===== src/rtl/two_ch_test_wave_gen.sv =====
// rtl/two_ch_test_wave_gen.sv - two-channel programmable square-wave source (optional TWG_PERIOD_ECHO_EN adds active-period outputs)
module two_ch_test_wave_gen #(
    parameter int DW         = 14,
    parameter int PW         = 32,
    parameter int AMPLITUDE  = 4096,
    parameter int MIN_PERIOD = 2
) (
    input  logic          clk,
    input  logic          reset,
    input  logic          enable,
    input  logic [PW-1:0] period_in_A,
    input  logic          load_A,
    input  logic [PW-1:0] period_in_B,
    input  logic          load_B,
    output logic [DW-1:0] signal_out_A,
    output logic [DW-1:0] signal_out_B,
    output logic          pend_A,
    output logic          pend_B
`ifdef TWG_PERIOD_ECHO_EN
    ,
    output logic [PW-1:0] active_period_A,
    output logic [PW-1:0] active_period_B
`endif
);

    localparam logic [DW-1:0] HI_LEVEL = DW'(AMPLITUDE);
    localparam logic [DW-1:0] LO_LEVEL = DW'(-AMPLITUDE);
    localparam logic [PW-1:0] MIN_P    = PW'(MIN_PERIOD);

    typedef enum logic {IDLE, RUN} state_t;

    logic          load_v [2];
    logic [PW-1:0] period_v [2];

    assign load_v[0]   = load_A;
    assign load_v[1]   = load_B;
    assign period_v[0] = period_in_A;
    assign period_v[1] = period_in_B;

    for (genvar ch = 0; ch < 2; ch++) begin : g_ch
        state_t        state;
        logic [PW-1:0] active;
        logic [PW-1:0] pending;
        logic [PW-1:0] cnt;
        logic          pend;
        logic [DW-1:0] sig;
        logic          boundary;

        // Last cycle of the current period; the only point a pending word may take over while running.
        assign boundary = (cnt == active - PW'(1));

        // Per-channel sequencer: load capture, period apply, counting and waveform register.
        always_ff @(posedge clk or negedge reset) begin
            if (!reset) begin
                state   <= IDLE;
                active  <= '0;
                pending <= '0;
                cnt     <= '0;
                pend    <= 1'b0;
                sig     <= '0;
            end else begin
                if (state == IDLE) begin
                    sig <= '0;
                    cnt <= '0;
                    if (pend) begin
                        active <= pending;
                        pend   <= 1'b0;
                    end
                    // Start decision uses the period already in use, not one being applied this edge.
                    if (enable && (active >= MIN_P)) begin
                        state <= RUN;
                    end
                end else begin
                    sig <= (cnt < (active >> 1)) ? HI_LEVEL : LO_LEVEL;
                    if (!enable) begin
                        // Abandon the period; any pending word survives for later.
                        state <= IDLE;
                        cnt   <= '0;
                    end else if (boundary) begin
                        cnt <= '0;
                        if (pend) begin
                            active <= pending;
                            pend   <= 1'b0;
                            if (pending < MIN_P) begin
                                state <= IDLE;
                            end
                        end
                    end else begin
                        cnt <= cnt + PW'(1);
                    end
                end
                // A load always wins over the clear above so it is never lost.
                if (load_v[ch]) begin
                    pending <= period_v[ch];
                    pend    <= 1'b1;
                end
            end
        end
    end

    assign signal_out_A = g_ch[0].sig;
    assign signal_out_B = g_ch[1].sig;
    assign pend_A       = g_ch[0].pend;
    assign pend_B       = g_ch[1].pend;

`ifdef TWG_PERIOD_ECHO_EN
    assign active_period_A = g_ch[0].active;
    assign active_period_B = g_ch[1].active;
`endif

endmodule

===== config.mk =====
export PLATFORM = sky130hd
export DESIGN_NAME = two_ch_test_wave_gen
export DESIGN_NICKNAME = d
export VERILOG_FILES = /design/src/rtl/two_ch_test_wave_gen.sv
export SDC_FILE = /design/constraint.sdc
export NUM_CORES = 1
export LEC_CHECK = 0
export ABC_AREA = 1
export BUFFER_PORTS_ARGS = -buffer_cell sky130_fd_sc_hd__buf_2
export CAP_MARGIN = 20
export CELL_PAD_IN_SITES_DETAIL_PLACEMENT = 2
export CELL_PAD_IN_SITES_GLOBAL_PLACEMENT = 2
export CORE_ASPECT_RATIO = 1.5
export CORE_UTILIZATION = 39
export CTS_BUF_LIST = sky130_fd_sc_hd__clkbuf_8
export CTS_CLUSTER_DIAMETER = 30
export DETAILED_ROUTE_END_ITERATION = 8
export MAX_ROUTING_LAYER = met4
export PLACE_DENSITY_LB_ADDON = 0.1
export RECOVER_POWER = 25
export SETUP_SLACK_MARGIN = 0.3
export SLEW_MARGIN = 15
export SYNTH_ARGS = -nofsm -noshare
export SYNTH_HDL_FRONTEND = slang
export SYNTH_SLANG_ARGS = --single-unit

===== constraint.sdc =====
create_clock -name clk -period 5.4 [get_ports clk]
set_input_delay 0.81 -clock clk [delete_from_list [all_inputs] [get_ports clk]]
set_output_delay 0.81 -clock clk [all_outputs]
set_load 0.1 [all_outputs]

==> impl_metrics.tcl <==
set metrics [dict create \
    status "finished with violations" \
    violations "max-capacitance violations, max-slew violations" \
    clock_skew_ns 0.0191 \
    setup_violations 0 \
    dp.cells 2273 \
    p_leak_nw 7.05 \
    slew_headroom_pct -26.5 \
    seq_area_sq_um 5000 \
    drt-pass1-iter-count 7 \
    dp_hpwl_um 37100 \
    grt_antenna_before_repair 0 \
    holdCritPathClass "input pin to async pin" \
    root_buffer "clkbuf_8" \
    wl_per_cell_um 20.1 \
    drc 0 \
    final_area_sq_um 14400 \
    hold_violations 0 \
    insertion_delay_ns 0.54 \
    power.density_nw_per_um2 275 \
    startpoint_type "flip-flop" \
    rsz0062_at_grt "no" \
    path_clk_slew_ns 0.13 \
    mostFrequentLayoutCells "nand2_1 (512), inv_1 (226), nor2_1 (204), dfrtp_1 (200), nand3_1 (104)" \
    vias 12317 \
    viasPerCell 5.34 \
    first_global_vias 14169 \
    multi_input_area_sq_um 7110 \
    nets 2007 \
    grt_max_degree 113 \
    final_common_cell "nand2_1" \
    fill_cells 4062 \
    dieArea_sq_um 35000 \
    yosysWarnings 0 \
    areaGrowthSynthToFinish_pct 7.64 \
    whs_ns 0.323 \
    endpoint_kind "flip-flop" \
    cts_tree "yes" \
    routed_wl_um 46400 \
    cp.arrival_ns 3.84 \
    synth_edf_count 0 \
    synth_top_area_share_pct 37.5 \
    crit_type "flip-flop to flip-flop" \
    fin_crit_ns 3.43 \
    grtUsageTotal_pct 28.5 \
    ios 99 \
    drt_iter0_markers 379 \
    drive_above_1_share_pct 8.65 \
    ys_seq_area_share_pct 37.5 \
    synth_top_area_cell "dfrtp_1" \
    setup-tns-final_ns 0 \
    cts_resized 0 \
    synth_area_leaders "dfrtp_1 (38%), nand2_1 (14%), inv_1 (6.4%)" \
    total_power_mw 3.94 \
    die_width_um 153 \
    syn_inst 1822 \
    worstMarginPinSlew_ns 1.90 \
    rows 82 \
    htree_levels 4 \
    final_antenna_net_count 0 \
    async_flop_share_pct 100 \
    io_buffers 74 \
    overflow 0 \
    core_sq_um 33500 \
    grt_pass1_wl_um 74400 \
    synth.distinct_cells 48 \
    synth_flop_cell "dfrtp_1" \
    postSynthAreaPerCell_sq_um 7.32 \
    post-cts-setup-buffer-count 0 \
    num_antenna_cells 0 \
    clock_path_buffers 2 \
    gp_congestion 0.901 \
    syn_area_sq_um 13300 \
    dpl_cell_area_sq_um 13900 \
    holdBufCountCts 0 \
    crit_required_ns 5.81 \
    initial_utilization_pct 39.7 \
    slew_viol_final 55 \
    peakVddDrop_uv 167 \
    crit_path_max_fanout 32 \
    timing.final.crit_share_pct 63.6 \
    clkSinkCount 200 \
    die_h_um 228 \
    synth-seq-cells 200 \
    numCtsBuffers 17 \
    cap_violations 1 \
    clock.fmax_ghz 0.291 \
    fin_cells 2305 \
]
==> path summary, 6_finish.rpt <==
path	from	end	slack (ns)	cells past startpoint
max	g_ch[0].active[0]	g_ch[0].active[19]	1.97	17
min	reset	g_ch[1].pending[4]	0.32	1
max reg2reg	g_ch[0].active[0]	g_ch[0].active[19]	1.97	17
min reg2reg	g_ch[0].pending[19]	g_ch[0].pending[19]	0.52	2
max in group asynchronous	reset	g_ch[1].cnt[12]	3.87	2
min in group clk	period_in_A[24]	g_ch[0].pending[24]	0.47	3
==> registers in the layout (all words and copies together), names as in the netlist <==
name	flops
pend_B	1
pend_A	1
signal_out_A	2
signal_out_B	2
g_ch.state	2
g_ch.cnt	64
g_ch.active	64
g_ch.pending	64
==> cells in the mapped netlist, types with 3 or more instances <==
cell      instances
a21o_1            4
a21oi_1          33
a31oi_1           4
buf_2             9
buf_4            25
buf_6            10
clkbuf_1         28
dfrtp_1         200
ha_1             66
inv_1           226
nand2_1         512
nand2_2          14
nand2_4           3
nand3_1         104
nand3_2           3
nand3b_1          8
nand4_1          72
nor2_1          204
nor2_2           15
nor2_4            8
nor3_1           42
nor3_2            3
nor3b_1           7
nor4_1           18
o211ai_1          4
o21ai_0          70
o21ai_1           6
o21bai_1          3
xnor2_1          26
xor2_1           69
==> cell families after synthesis <==
| logic type | Yosys count | synth area share [%] |
|---|---|---|
| buffers and inverters | 300 | 9.80 |
| AND/OR/NAND/NOR | 1021 | 34.2 |
| AO/OA/AOI/OAI | 137 | 5.67 |
| adder cells (fa/ha/maj) | 66 | 6.19 |
| XOR/XNOR | 97 | 6.58 |
| flip-flops | 200 | 37.5 |
| other | 1 | 0.0281 |
==> worst max-delay path: stages (launching register included) <==
cell	delay (ns)
dfrtp_1	0.41
inv_1	0.18
ha_1	0.25
nand2_2	0.13
nor2_1	0.20
nand2_1	0.23
o21ai_1	0.25
nand2_1	0.08
nand2_1	0.06
nand2_1	0.05
nor2_1	0.11
nand2_1	0.08
nor2_2	0.20
nand2_2	0.10
nand2_2	0.08
nand3_2	0.53
nand2_1	0.26
nand2_1	0.09
==> per-stage QoR <==
step	util, %	setup WS [ns]
floorplan	-	3.03
global placement	41.5	2.07
detailed placement	41.5	1.93
CTS	42.8	1.92
global route	42.8	1.64
finish	42.8	1.97
==> power breakdown <==
| part | total [mW] | internal, mW | switching, mW |
|---|---|---|---|
| Combinational | 1.05 | 0.319 | 0.729 |
| Sequential | 1.85 | 1.63 | 0.224 |
| Clock | 1.05 | 0.363 | 0.683 |
| Total | 3.94 | 2.31 | 1.64 |
==> final cells by class <==
type / instances / share of cell area [%]
Tap cell: 420 / 3.66
Clock inverter: 15 / 1.31
Inverter: 228 / 5.96
Multi-Input combinational cell: 1345 / 49.5
Timing Repair Buffer: 80 / 3.03
Sequential cell: 200 / 34.9
Clock buffer: 17 / 1.63
==> metal layers <==
layer	vias to the layer above	share of wire [%]	global-route usage [%]
met3	119	1.4	2.96
met2	172	59	57.3
met5	-	0	-
met1	6160	34	24.9
li1	5866	-	-
met4	0	5.9	16.9
(Power assumes the default switching activity.)
